$ cat config.mk
export PLATFORM = sky130hd
export DESIGN_NAME = pipelined_decode_flat
export DESIGN_NICKNAME = d
export VERILOG_FILES = /design/src/rtl/decode_pkg.sv /design/src/rtl/pipelined_decode_if.sv /design/src/rtl/imm_gen.sv /design/src/rtl/pipelined_decode.sv /design/src/flat_wrapper.sv
export SDC_FILE = /design/constraint.sdc
export NUM_CORES = 1
export LEC_CHECK = 0
export ABC_AREA = 0
export ABC_CLOCK_PERIOD_IN_PS = 2440
export CORE_ASPECT_RATIO = 0.9
export CORE_MARGIN = 3
export CORE_UTILIZATION = 45
export DETAILED_ROUTE_END_ITERATION = 7
export PLACE_DENSITY_LB_ADDON = 0.2
export SLEW_MARGIN = 5
export SYNTH_ARGS = -nofsm -noshare
export SYNTH_HDL_FRONTEND = slang
export SYNTH_SLANG_ARGS = --single-unit
$ cat constraint.sdc
create_clock -name clock -period 2.44 [get_ports clock]
set_input_delay 0.488 -clock clock [delete_from_list [all_inputs] [get_ports clock]]
set_output_delay 0.488 -clock clock [all_outputs]
set_load 0.01 [all_outputs]
$ cat src/rtl/decode_pkg.sv
// Shared opcode constants, instruction-type encodings and decoded-field payload.
package decode_pkg;

    localparam int unsigned INSTR_W = 32;
    localparam int unsigned REG_W   = 5;
    localparam int unsigned OPC_W   = 7;
    localparam int unsigned F3_W    = 3;
    localparam int unsigned F7_W    = 7;
    localparam int unsigned ITYPE_W = 3;

    localparam logic [OPC_W-1:0] OPC_OP_IMM = 7'b0010011;
    localparam logic [OPC_W-1:0] OPC_LOAD   = 7'b0000011;
    localparam logic [OPC_W-1:0] OPC_JALR   = 7'b1100111;
    localparam logic [OPC_W-1:0] OPC_STORE  = 7'b0100011;
    localparam logic [OPC_W-1:0] OPC_BRANCH = 7'b1100011;
    localparam logic [OPC_W-1:0] OPC_LUI    = 7'b0110111;
    localparam logic [OPC_W-1:0] OPC_AUIPC  = 7'b0010111;
    localparam logic [OPC_W-1:0] OPC_JAL    = 7'b1101111;
    localparam logic [OPC_W-1:0] OPC_OP     = 7'b0110011;

    typedef enum logic [ITYPE_W-1:0] {
        IT_R   = 3'd0,
        IT_I   = 3'd1,
        IT_S   = 3'd2,
        IT_B   = 3'd3,
        IT_U   = 3'd4,
        IT_J   = 3'd5,
        IT_ILL = 3'd7
    } itype_e;

    // Decoded fields held in the pipeline registers (imm and pc kept separately
    // because their widths are parameters of the decoder).
    typedef struct packed {
        logic [REG_W-1:0] rs1;
        logic [REG_W-1:0] rs2;
        logic [REG_W-1:0] rd;
        logic [OPC_W-1:0] opcode;
        logic [F3_W-1:0]  func3;
        logic [F7_W-1:0]  func7;
        itype_e           itype;
        logic             illegal;
    } dec_fields_t;

    // Instruction format from the opcode; anything unrecognised (including
    // opcodes whose low two bits are not 2'b11) is illegal.
    function automatic itype_e opcode_itype(input logic [OPC_W-1:0] opc);
        itype_e t;
        case (opc)
            OPC_OP_IMM, OPC_LOAD, OPC_JALR: t = IT_I;
            OPC_STORE:                      t = IT_S;
            OPC_BRANCH:                     t = IT_B;
            OPC_LUI, OPC_AUIPC:             t = IT_U;
            OPC_JAL:                        t = IT_J;
            OPC_OP:                         t = IT_R;
            default:                        t = IT_ILL;
        endcase
        return t;
    endfunction

endpackage

$ cat src/rtl/pipelined_decode_if.sv
// Upstream/downstream handshake and decoded-field bus of the decoder.
interface pipelined_decode_if #(
    parameter int unsigned XLEN = 32,
    parameter int unsigned PC_W = 32
);
    logic            in_valid;
    logic            in_ready;
    logic [31:0]     in_instr;
    logic [PC_W-1:0] in_pc;

    logic            out_valid;
    logic            out_ready;
    logic [PC_W-1:0] out_pc;

    logic [4:0]      rs1;
    logic [4:0]      rs2;
    logic [4:0]      rd;
    logic [6:0]      opcode;
    logic [2:0]      func3;
    logic [6:0]      func7;
    logic [XLEN-1:0] imm;
    logic [2:0]      itype;
    logic            illegal;

    // Instruction source / result sink side
    modport master (
        output in_valid, in_instr, in_pc, out_ready,
        input  in_ready, out_valid, out_pc,
        input  rs1, rs2, rd, opcode, func3, func7, imm, itype, illegal
    );

    // Decoder side
    modport slave (
        input  in_valid, in_instr, in_pc, out_ready,
        output in_ready, out_valid, out_pc,
        output rs1, rs2, rd, opcode, func3, func7, imm, itype, illegal
    );
endinterface

$ cat src/rtl/imm_gen.sv
// Combinational immediate generator for all base-ISA formats.
module imm_gen
    import decode_pkg::*;
#(
    parameter int unsigned XLEN     = 32,
    parameter bit          SIGN_EXT = 1'b1
) (
    input  logic [INSTR_W-1:0] instr,
    output logic [XLEN-1:0]    imm
);

    logic ext;

    // Fill bit for everything above the format's top bit.
    assign ext = SIGN_EXT ? instr[31] : 1'b0;

    // Assemble the immediate for the decoded format; R and illegal give zero.
    always_comb begin
        imm = '0;
        case (opcode_itype(instr[6:0]))
            IT_I:    imm = {{(XLEN-12){ext}}, instr[31:20]};
            IT_S:    imm = {{(XLEN-12){ext}}, instr[31:25], instr[11:7]};
            IT_B:    imm = {{(XLEN-13){ext}}, instr[31], instr[7], instr[30:25],
                            instr[11:8], 1'b0};
            IT_U:    imm = {{(XLEN-32){ext}}, instr[31:12], 12'h000};
            IT_J:    imm = {{(XLEN-21){ext}}, instr[31], instr[19:12], instr[20],
                            instr[30:21], 1'b0};
            default: imm = '0;
        endcase
    end

endmodule

$ cat src/rtl/pipelined_decode.sv
// Single-stage instruction decoder with output register plus one skid entry.
module pipelined_decode
    import decode_pkg::*;
#(
    parameter int unsigned XLEN     = 32,
    parameter int unsigned PC_W     = 32,
    parameter bit          SIGN_EXT = 1'b1
) (
    input  logic               clock,
    input  logic               reset,
    input  logic               flush,
    pipelined_decode_if.slave  bus
);

    itype_e          in_itype;
    dec_fields_t     in_fields;
    logic [XLEN-1:0] in_imm;

    logic            out_valid_q;
    dec_fields_t     out_fields_q;
    logic [XLEN-1:0] out_imm_q;
    logic [PC_W-1:0] out_pc_q;

    logic            skid_valid_q;
    dec_fields_t     skid_fields_q;
    logic [XLEN-1:0] skid_imm_q;
    logic [PC_W-1:0] skid_pc_q;

    logic            in_xfer;
    logic            out_drain;
    logic            out_valid_d;
    logic            skid_valid_d;
    logic            load_out_in;
    logic            load_out_skid;
    logic            load_skid;

    assign in_itype = opcode_itype(bus.in_instr[6:0]);

    // Decode the incoming instruction so only decoded fields are ever stored.
    always_comb begin
        in_fields         = '0;
        in_fields.rs1     = bus.in_instr[19:15];
        in_fields.rs2     = bus.in_instr[24:20];
        in_fields.rd      = bus.in_instr[11:7];
        in_fields.opcode  = bus.in_instr[6:0];
        in_fields.func3   = bus.in_instr[14:12];
        in_fields.func7   = bus.in_instr[31:25];
        in_fields.itype   = in_itype;
        in_fields.illegal = (in_itype == IT_ILL);
    end

    imm_gen #(
        .XLEN     (XLEN),
        .SIGN_EXT (SIGN_EXT)
    ) u_imm_gen (
        .instr (bus.in_instr),
        .imm   (in_imm)
    );

    assign in_xfer   = bus.in_valid && !skid_valid_q;
    assign out_drain = out_valid_q && bus.out_ready;

    // Occupancy update: skid refills the output first, else the new instruction goes straight in.
    always_comb begin
        out_valid_d   = out_valid_q;
        skid_valid_d  = skid_valid_q;
        load_out_in   = 1'b0;
        load_out_skid = 1'b0;
        load_skid     = 1'b0;
        if (flush) begin
            out_valid_d  = 1'b0;
            skid_valid_d = 1'b0;
        end else if (!out_valid_q || out_drain) begin
            if (skid_valid_q) begin
                load_out_skid = 1'b1;
                out_valid_d   = 1'b1;
                skid_valid_d  = 1'b0;
            end else if (in_xfer) begin
                load_out_in = 1'b1;
                out_valid_d = 1'b1;
            end else begin
                out_valid_d = 1'b0;
            end
        end else if (in_xfer) begin
            load_skid    = 1'b1;
            skid_valid_d = 1'b1;
        end
    end

    // Pipeline registers; reset wins over flush and handshake.
    always_ff @(posedge clock) begin
        if (reset) begin
            out_valid_q   <= 1'b0;
            out_fields_q  <= '0;
            out_imm_q     <= '0;
            out_pc_q      <= '0;
            skid_valid_q  <= 1'b0;
            skid_fields_q <= '0;
            skid_imm_q    <= '0;
            skid_pc_q     <= '0;
        end else begin
            out_valid_q  <= out_valid_d;
            skid_valid_q <= skid_valid_d;
            if (load_out_skid) begin
                out_fields_q <= skid_fields_q;
                out_imm_q    <= skid_imm_q;
                out_pc_q     <= skid_pc_q;
            end else if (load_out_in) begin
                out_fields_q <= in_fields;
                out_imm_q    <= in_imm;
                out_pc_q     <= bus.in_pc;
            end
            if (load_skid) begin
                skid_fields_q <= in_fields;
                skid_imm_q    <= in_imm;
                skid_pc_q     <= bus.in_pc;
            end
        end
    end

    assign bus.in_ready  = !skid_valid_q;
    assign bus.out_valid = out_valid_q;
    assign bus.out_pc    = out_pc_q;
    assign bus.rs1       = out_fields_q.rs1;
    assign bus.rs2       = out_fields_q.rs2;
    assign bus.rd        = out_fields_q.rd;
    assign bus.opcode    = out_fields_q.opcode;
    assign bus.func3     = out_fields_q.func3;
    assign bus.func7     = out_fields_q.func7;
    assign bus.imm       = out_imm_q;
    assign bus.itype     = out_fields_q.itype;
    assign bus.illegal   = out_fields_q.illegal;

endmodule

$ cat src/flat_wrapper.sv
// flat-port wrapper written by rule: the top's interface ports become plain ports
module pipelined_decode_flat import decode_pkg::*;
#(
    parameter int unsigned XLEN     = 32,
    parameter int unsigned PC_W     = 32,
    parameter bit          SIGN_EXT = 1'b1
)
  (clock, reset, flush, bus_in_valid, bus_in_instr, bus_in_pc, bus_out_ready, bus_in_ready, bus_out_valid, bus_out_pc, bus_rs1, bus_rs2, bus_rd, bus_opcode, bus_func3, bus_func7, bus_imm, bus_itype, bus_illegal);
  pipelined_decode_if #(.XLEN(XLEN), .PC_W(PC_W)) bus_i ();
  input  logic clock;
  input  logic reset;
  input  logic flush;
  input wire logic [$bits(bus_i.in_valid)-1:0] bus_in_valid;
  input wire logic [$bits(bus_i.in_instr)-1:0] bus_in_instr;
  input wire logic [$bits(bus_i.in_pc)-1:0] bus_in_pc;
  input wire logic [$bits(bus_i.out_ready)-1:0] bus_out_ready;
  output wire logic [$bits(bus_i.in_ready)-1:0] bus_in_ready;
  output wire logic [$bits(bus_i.out_valid)-1:0] bus_out_valid;
  output wire logic [$bits(bus_i.out_pc)-1:0] bus_out_pc;
  output wire logic [$bits(bus_i.rs1)-1:0] bus_rs1;
  output wire logic [$bits(bus_i.rs2)-1:0] bus_rs2;
  output wire logic [$bits(bus_i.rd)-1:0] bus_rd;
  output wire logic [$bits(bus_i.opcode)-1:0] bus_opcode;
  output wire logic [$bits(bus_i.func3)-1:0] bus_func3;
  output wire logic [$bits(bus_i.func7)-1:0] bus_func7;
  output wire logic [$bits(bus_i.imm)-1:0] bus_imm;
  output wire logic [$bits(bus_i.itype)-1:0] bus_itype;
  output wire logic [$bits(bus_i.illegal)-1:0] bus_illegal;
  assign bus_i.in_valid = bus_in_valid;
  assign bus_i.in_instr = bus_in_instr;
  assign bus_i.in_pc = bus_in_pc;
  assign bus_i.out_ready = bus_out_ready;
  assign bus_in_ready = bus_i.in_ready;
  assign bus_out_valid = bus_i.out_valid;
  assign bus_out_pc = bus_i.out_pc;
  assign bus_rs1 = bus_i.rs1;
  assign bus_rs2 = bus_i.rs2;
  assign bus_rd = bus_i.rd;
  assign bus_opcode = bus_i.opcode;
  assign bus_func3 = bus_i.func3;
  assign bus_func7 = bus_i.func7;
  assign bus_imm = bus_i.imm;
  assign bus_itype = bus_i.itype;
  assign bus_illegal = bus_i.illegal;
  pipelined_decode #(.XLEN(XLEN), .PC_W(PC_W), .SIGN_EXT(SIGN_EXT)) u_core (.clock(clock), .reset(reset), .flush(flush), .bus(bus_i));
endmodule
==> results of run 1 <==
[layout by cell type (no fill, tap or decap), types with 3 or more instances in the layout]
cell type,count
nor2_1,46
buf_12,12
inv_1,4
nand3_1,6
nor2b_1,3
nand4_1,7
o221ai_1,65
a31oi_1,6
o41ai_2,4
dfxtp_1,202
buf_4,42
clkbuf_1,6
clkinv_2,6
clkbuf_8,3
a221oi_1,18
a211oi_1,24
o21ai_0,22
nand2b_1,4
nand2_1,243
clkbuf_16,23
and3_1,3
clkdlybuf4s50_1,169
nor4_1,9
a221oi_2,10
a21oi_1,142
nor3_1,14
[state kept, by name (all words and copies together) (netlist names), 5 cells and up]
signal	cells
u_core.bus.opcode	7
u_core.skid_pc_q	32
u_core.skid_fields_q	36
u_core.bus.func7	7
u_core.skid_imm_q	32
u_core.bus.imm	32
u_core.bus.rd	5
u_core.bus.rs1	5
u_core.bus.rs2	5
u_core.bus.out_pc	32
[per-stage QoR]
stage                     instances  hold slack (ns)  setup WS [ns]  TNS, ns  power (W)
after floorplan                 971            0.427          0.671        0    0.00387
after global placement         1339            0.437         0.0137        0    0.00433
after detailed placement       1339            0.445        -0.0184  -0.0684    0.00433
after CTS                      1378            0.410          0.346        0    0.00754
after global routing           1378            0.438          0.264        0    0.00773
final                          1378            0.438          0.338        0    0.00749
[routing by layer]
metal  vias to the layer above  track usage  share of wire
met5                         -            0              0
met2                       263        0.364           0.45
met4                         0       0.0493          0.016
met3                        29       0.0581          0.077
li1                       3791            -              -
met1                      3853        0.353           0.45
[worst paths after layout]
kind	to	slack (ns)	depth (start not counted)
max reg2reg	u_core.skid_imm_q[19]	0.58	4
max	bus_in_ready	0.34	2
min reg2reg	u_core.bus.out_pc[21]	0.45	2
min	u_core.skid_imm_q[7]	0.44	2
[worst max-delay path, cell delays in order (launching register included)]
cell	delay [ns]
dfxtp_1	0.41
clkinv_2	0.16
clkdlybuf4s50_1	0.54
[logic make-up after synthesis]
family | count (synthesis)
flops | 202
buf+inv | 101
compound gates | 310
mux | 2
simple gates | 356
[power by group]
part	leakage, nW	internal [W]	switching [W]
sequential	1.64	0.00340	0.0000540
clock	0.346	0.00192	0.00130
combinational	1.68	0.000398	0.000420
total	3.67	0.00572	0.00177
[final cells by class]
type / count / area, um^2
fillers: 1595 / 6680
inverters: 5 / 20.0
clock inverters: 7 / 62.6
clock buffers: 32 / 639
flip-flops and latches: 202 / 4040
repair buffers: 224 / 2260
multi-input cells: 668 / 3720
well taps: 240 / 300
==> results.md, run 1 <==
* Status: completed
* Area after DPL at 10300 um^2
* Finished Cell Area at 11000 um^2
* Largest cells by area after synthesis: dfxtp_1 (49%), nand2_1 (11%), a21oi_1 (8.7%)
* Slew margin rel. at 0.586
* Post-CTS Resized at 0
* GRT overflow at 0
* Max Root-Sink Buffers at 3
* Core area at 17700 um^2
* Total of max-cap violations at 0
* Initial Util at 0.462
* CTS Root Cell: clkbuf_16
* Post-CTS Setup Bufs at 0
* DRT iter0 DRCs at 592
* Final min period at 2.10 ns
* DPL Wire Length at 16400 um
* Syn Inst Count at 971
* Count leader, synth: nand2_1
* Vias in the first global route at 7383
* Pwr dens at 678 nW/um^2
* Post-synth ARST share at 0
* Worst Path Class, Setup: reg2out
* Router iterations before antenna repair at 5
* Num CTS Buffers at 22
* Port Buffer Count at 170
* Maximum level of the CTS H-tree at 1
* Worst setup path start: u_core.skid_valid_q
* Min-Delay Path Class: in2reg
* Post-synth EDFFs at 0
* Req. time, crit path at 1.95 ns
* P_leak at 3.67 nW
* DRC Markers at 0
* I/O pins at 171
* Register clock-pin slew on the reported worst setup and hold paths at 0.06 ns
* Most frequent cells after synthesis: nand2_1 (243), dfxtp_1 (202), a21oi_1 (142)
* Main synth FF type: dfxtp_1
* VDD IR-drop max at 427 uV
* Data arrival, critical path at 1.61 ns
* Post-route core utilization at 0.623
* Gr usage total at 0.241
* Layout cells sized above 1 at 0.102
* Clk sink count at 202
* Area leader, netlist: dfxtp_1
* Mux cell area share after synthesis at 0.00260
* Top cell type's share of synthesized area at 0.494
* XOR/XNOR Fraction of Synth Area at 0
* Post-synth cell types at 57
* Antenna diode count at 0
* Worst-path fanout max at 5
* Crit Reg-Reg Startpoint: u_core.skid_valid_q
* Die Y at 134 um
* Fin. Hold Viols at 0
* Max-slew violations at 0
* Post-Route Skew at 0.00457 ns
* # rows at 46
* Hold wc startpoint: reset
* Die area at 19800 um^2
* Via count at 7936
* Via density at 5.76
* Synthesized cell area at 8180 um^2
* Post-Synth Simple-Gate Area at 0.187
* Layout area overhead at 35.0%
* # nets final at 1192
* WL per Instance at 18.1 um
* Crit. End Element: primary output
* Total Wirelength at 24900 um
* RSZ-0062 raised after global routing: false
* CTS tree: done
* DRT antenna net count at 0
* Setup Viol. Count Final at 0
* Compound-cell area share of the yosys netlist at 0.263
* Largest net degree at the start of global routing at 64
* Later-pin clock latency in the skew report at 0.50 ns
* CP Launch Type: flip-flop
* Post-synthesis sequential area ratio at 0.494
* Largest family of logic cells by synthesized area: compound AO/OA/AOI/OAI gates
* Die Wd at 148 um
* Synth Warn # at 0
* Final Cycle Share at 0.862
* Initial antenna violation count at 0
* #FFs+latches synth at 202
* First-pass GRT wire length at 39600 um
* Fmax achieved at 0.476 GHz
* Post-CTS Hold Fix Bufs at 0
* Worst-margin pin slew at 0.619 ns
* Adder-cell area share of the yosys netlist at 0
* Post-Syn Nets at 1040
* Avg Synthesized Cell Area at 8.43 um^2
* Placer congestion estimate at 0.919
No activity file was read; power rests on OpenSTA's default activity.
==> run 2: changes to the inputs <==
--- a/config.mk
+++ b/config.mk
@@ -6,7 +6,7 @@
 export NUM_CORES = 1
 export LEC_CHECK = 0
 export ABC_AREA = 0
-export ABC_CLOCK_PERIOD_IN_PS = 2440
+export ABC_CLOCK_PERIOD_IN_PS = 1800
 export CORE_ASPECT_RATIO = 0.9
 export CORE_MARGIN = 3
 export CORE_UTILIZATION = 45
==> constraint.sdc (replaced) <==
create_clock -name clock -period 1.8 [get_ports clock]
set_input_delay 0.45 -clock clock [delete_from_list [all_inputs] [get_ports clock]]
set_output_delay 0.45 -clock clock [all_outputs]
set_load 0.01 [all_outputs]
==> run 2 against run 1 <==
Compared with the run above: register-to-register slack lost 0.45 ns; combinational power up 36%; cell count up 2.5%; setup slack worse by 0.27 ns; sequential cell count did not move; critical path depth up 5; critical path type is now in2reg; largest cell class unchanged.
==> results.md, run 2 (synthesis results as in run 1) <==
* Status: completed
* DPL Wire Length at 17100 um
* Worst path max stage delay at 0.50 ns
* CTS tree: done
* Min-Delay Path Class: in2reg
* R2R depth at 5
* Router iterations before antenna repair at 5
* Num CTS Buffers at 21
* Total power at 0.00988 W
* Max-slew violations at 0
* Worst Path Class, Setup: in2reg
* P_leak at 4.37 nW
* Hold Slack at 0.277 ns
* Slew margin rel. at 0.741
* Cell depth of the worst setup path at 7
* Largest delay share family, worst path: buffers and inverters
* Register clock-pin slew on the reported worst setup and hold paths at 0.06 ns
* CTS Root Cell: clkbuf_16
* Finished Cell Area at 11300 um^2
* Port Buffer Count at 170
* Slowest CP cell: clkdlybuf4s50_1
* Initial Util at 0.462
* Initial antenna violation count at 1
* Worst hold stages at 2
* Layout area overhead at 38.7%
* Max reg flops at 36
* CP cell instances: clkdlybuf4s50_1, nor2b_1, buf_4, or3_4, buf_12, a32oi_1, o21ai_0
* Post-Route Skew at 0.0104 ns
* Clk sink count at 202
* WL per Instance at 17.7 um
* Vias in the first global route at 7224
* Setup Viol. Count Final at 0
* Die area at 19800 um^2
* Biggest register: u_core.skid_fields_q
* RSZ-0062 raised after global routing: true
* Commonest cells after routing, fill and taps aside: nand2_1 (243), dfxtp_1 (201), a21oi_1 (141)
* Later-pin clock latency in the skew report at 0.50 ns
* Max Root-Sink Buffers at 3
* Worst-margin pin slew at 0.389 ns
* Total of max-cap violations at 0
* GRT overflow at 0
* Layout cells sized above 1 at 0.137
* DRC Markers at 0
* Placed insts at 1374
* Total Wirelength at 25100 um
* Commonest non-fill, non-tap cell in the layout: nand2_1
* WP buf/inv at 3
* DRT antenna net count at 0
* DRT iter0 DRCs at 758
* Final Cycle Share at 0.960
* Gr usage total at 0.239
* Final min period at 1.73 ns
* Via count at 8027
* I/O pins at 171
* Pwr dens at 871 nW/um^2
* Worst-path fanout max at 28
* Data arrival, critical path at 2.10 ns
* # nets final at 1229
* Largest net degree at the start of global routing at 65
* Area after DPL at 10700 um^2
* Core area at 17700 um^2
* Placer congestion estimate at 0.882
* First-pass GRT wire length at 39400 um
* Crit. End Element: flip-flop
* # rows at 46
* Maximum level of the CTS H-tree at 1
* Fin. Hold Viols at 0
* CP Launch Type: input pin
* Final Non-Filler Cells at 1413
* Die Y at 134 um
* Die Wd at 148 um
* Fmax achieved at 0.579 GHz
* VDD IR-drop max at 620 uV
* Via density at 5.68
* Req. time, crit path at 2.18 ns
-- run 2: path summary, 6_finish.rpt --
check / from / end / slack (ns)
setup / recovery: bus_out_ready / u_core.bus.imm[0] / 0.07
hold / removal: reset / u_core.bus.imm[24] / 0.28
setup reg to reg: u_core.bus.out_valid / u_core.bus.itype[0] / 0.13
hold reg to reg: u_core.bus.out_pc[18] / u_core.bus.out_pc[18] / 0.45
-- run 2: per-layer routing --
metal	wire [um]	track usage
met1	11500	0.361
met2	11200	0.351
met3	2040	0.0574
met4	359	0.0487
met5	0	0
-- run 2: power by group --
group          internal (W)  switching, W
sequential          0.00460     0.0000687
clock               0.00234       0.00176
combinational      0.000525      0.000587
total               0.00746       0.00241
-- run 2: metrics by stage --
stage                      util  setup slack (ns)  TNS [ns]
after global placement    0.604            -0.585    -80.68
after floorplan               -            0.0688         0
after CTS                 0.635         0.0000194         0
after global routing      0.640           -0.0290   -0.0843
after detailed placement  0.604            -0.590    -82.80
final                     0.640            0.0728         0
-- run 2: area by class of cell --
| type | instances | area, um^2 |
|---|---|---|
| Fill cell | 1540 | 6380 |
| Sequential cell | 202 | 4050 |
| Multi-Input combinational cell | 668 | 3770 |
| Timing Repair Buffer | 262 | 2570 |
| Clock buffer | 28 | 602 |
| Tap cell | 240 | 300 |
| Clock inverter | 6 | 37.5 |
| Inverter | 5 | 20.0 |
| Antenna cell | 2 | 5.00 |
-- run 2: timing repair --
item,in CTS,in global routing
hold buffers,0,0
resized for setup,109,18
pin swaps,1,5
setup endpoints to repair,123,100
cloned,0,1
buffers inserted,2,0
==> run 3: changes to the inputs <==
--- a/config.mk
+++ b/config.mk
@@ -11,7 +11,7 @@
 export CORE_MARGIN = 3
 export CORE_UTILIZATION = 45
 export DETAILED_ROUTE_END_ITERATION = 7
-export PLACE_DENSITY_LB_ADDON = 0.2
+export PLACE_DENSITY = 0.75
 export SLEW_MARGIN = 5
 export SYNTH_ARGS = -nofsm -noshare
 export SYNTH_HDL_FRONTEND = slang
==> run 3 against run 2 <==
Compared with the run above: the flow now finishes with violations (negative setup slack); critical endpoint is now u_core.skid_imm_q[30]; count of clock-buffer cells in the layout grew 3; critical path depth rose by 2; sequential power about the same; largest cell class unchanged; combinational power barely moved; clock power grew 15%; critical path type unchanged; worst hold slack improved by 0.0095 ns; power up 6.4%; via count rose by 2.2%; clock skew down 0.00086 ns; first-iteration DRC count rose by 2.1%; routed wire length grew 3.9%; setup slack got worse by 0.11 ns.
==> results.md, run 3 (synthesis results as in run 1) <==
* Failing checks: negative setup slack
* Core area at 17700 um^2
* Status: complete, but fails checks
* Total of max-cap violations at 0
* Most used cell, CP: buf_4
* Placer congestion estimate at 0.880
* Sw Share at 0.238
* Initial antenna violation count at 1
* FF+latch area at 4050 um^2
* Initial Util at 0.462
* DRC Markers at 0
* CTS tree: done
* Gr usage total at 0.248
* Min-Delay Path Class: in2reg
* Die Wd at 148 um
* Slew margin rel. at 0.667
* CP Launch Type: input pin
* Worst-path fanout max at 12
* Worst-margin pin slew at 0.500 ns
* CTS Root Cell: clkbuf_16
* Later-pin clock latency in the skew report at 0.50 ns
* Hold Slack at 0.287 ns
* DRT iter0 DRCs at 774
* Multi-input gate area in the final layout at 3840 um^2
* Slowest CP cell: clkdlybuf4s50_1
* Maximum level of the CTS H-tree at 1
* Fin. Hold Viols at 0
* Clock share of power at 0.450
* Register clock-pin slew on the reported worst setup and hold paths at 0.07 ns
* I/O pins at 171
* Vias in the first global route at 7772
* Pwr dens at 919 nW/um^2
* Logic pwr share at 0.105
* Port Buffer Count at 170
* Max reg flops at 36
* Layout area overhead at 39.7%
* # fillers at 1518
* Max-slew violations at 0
* DRT antenna net count at 0
* Largest net degree at the start of global routing at 97
* Router iterations before antenna repair at 5
* WP buf/inv at 5
* Max Root-Sink Buffers at 3
* Die area at 19800 um^2
* Clk sink count at 202
* Fmax achieved at 0.543 GHz
* Setup Viol. Count Final at 3
* P_leak at 4.37 nW
* Total Wirelength at 26100 um
* Crit. End Element: flip-flop
* CP cell instances: clkdlybuf4s50_1, nand2b_1, buf_4, buf_4, nor3_4, buf_4, buf_8, nor2_1, a211oi_2
* Antenna diode count at 0
* VDD IR-drop max at 726 uV
* Post-Route Skew at 0.00958 ns
* Num CTS Buffers at 22
* Via count at 8204
* RSZ-0062 raised after global routing: true
* Final min period at 1.84 ns
* Post-route core utilization at 0.645
* Req. time, crit path at 2.20 ns
* # nets final at 1223
* First-pass GRT wire length at 40800 um
* Setup ws final at -0.0422 ns
* Final Cycle Share at 1.02
* Worst path max stage delay at 0.52 ns
* Share of total power in sequential cells at 0.445
* Worst Path Class, Setup: in2reg
* Sw power at 0.00250 W
* # rows at 46
* Commonest cells after routing, fill and taps aside: nand2_1 (243), dfxtp_1 (201), a21oi_1 (141)
* DPL Wire Length at 16800 um
* Layout cells sized above 1 at 0.145
* Biggest register: u_core.skid_fields_q
* Data arrival, critical path at 2.24 ns
* Cell internal pwr at 0.00801 W
* GRT overflow at 0
* Die Y at 134 um
* Commonest non-fill, non-tap cell in the layout: nand2_1
* Via density at 5.82
* WL per Instance at 18.5 um
* Largest delay share family, worst path: buffers and inverters
## run 3: layer usage
metal  GRT usage  vias up  part of all wire
li1            -     3858                 -
met1       0.360     3946              0.44
met2       0.370      345              0.44
met3      0.0547       53             0.088
met4      0.0729        2             0.026
met5           0        -           0.00042
## run 3: what timing repair did
action,4_1_cts,5_1_grt
setup buffers,0,2
cloned,1,1
setup endpoints to repair,130,95
hold buffers,0,0
gates resized for setup,112,28
pin swaps,1,5
## run 3: metrics by stage
| step | area (um^2) | setup WS [ns] | setup TNS [ns] | power [W] | cells |
|---|---|---|---|---|---|
| CTS | 11200 | -0.0140 | -0.0285 | 0.0105 | 1406 |
| global route | 11400 | -0.0517 | -0.371 | 0.0109 | 1409 |
| global placement | 10600 | -0.564 | -79.65 | 0.00589 | 1366 |
| floorplan | 8180 | 0.0688 | 0 | 0.00524 | 971 |
| detailed placement | 10600 | -0.680 | -81.58 | 0.00591 | 1366 |
| finish | 11400 | -0.0422 | -0.0713 | 0.0105 | 1409 |
## run 3: final timing paths
kind                          from                     to  slack [ns]  depth (start not counted)
max reg2reg    u_core.skid_valid_q  u_core.skid_imm_q[30]       -0.02                          8
min                          reset     u_core.bus.imm[31]        0.29                          2
min reg2reg  u_core.bus.out_pc[29]  u_core.bus.out_pc[29]        0.45                          2
max                   bus_in_valid  u_core.skid_imm_q[30]       -0.04                          9
## run 3: worst reg2reg max path, cell delays in order (launching register included)
cell	delay, ns
dfxtp_2	0.36
nand2b_1	0.19
buf_4	0.15
buf_4	0.13
nor3_4	0.22
buf_4	0.18
buf_8	0.15
nor2_1	0.10
a211oi_2	0.23
## run 3: final cells by class
class                      count  share of cell area
clock buffer                  31              0.0591
sequential                   202               0.354
inverter                       5             0.00208
multi-input combinational    668               0.336
timing repair buffer         255               0.214
clock inverter                 8             0.00821
tap                          240              0.0263
## run 3: power by group through the flow
| stage | sequential (W) | clock, W | combinational (W) |
|---|---|---|---|
| 2_1_floorplan | 0.00481 | 0 | 0.000428 |
| 3_3_place_gp | 0.00477 | 0 | 0.00112 |
| 3_5_place_dp | 0.00477 | 0 | 0.00114 |
| 4_1_cts | 0.00467 | 0.00479 | 0.00108 |
| 5_1_grt | 0.00468 | 0.00498 | 0.00119 |
| 6_report | 0.00467 | 0.00473 | 0.00111 |
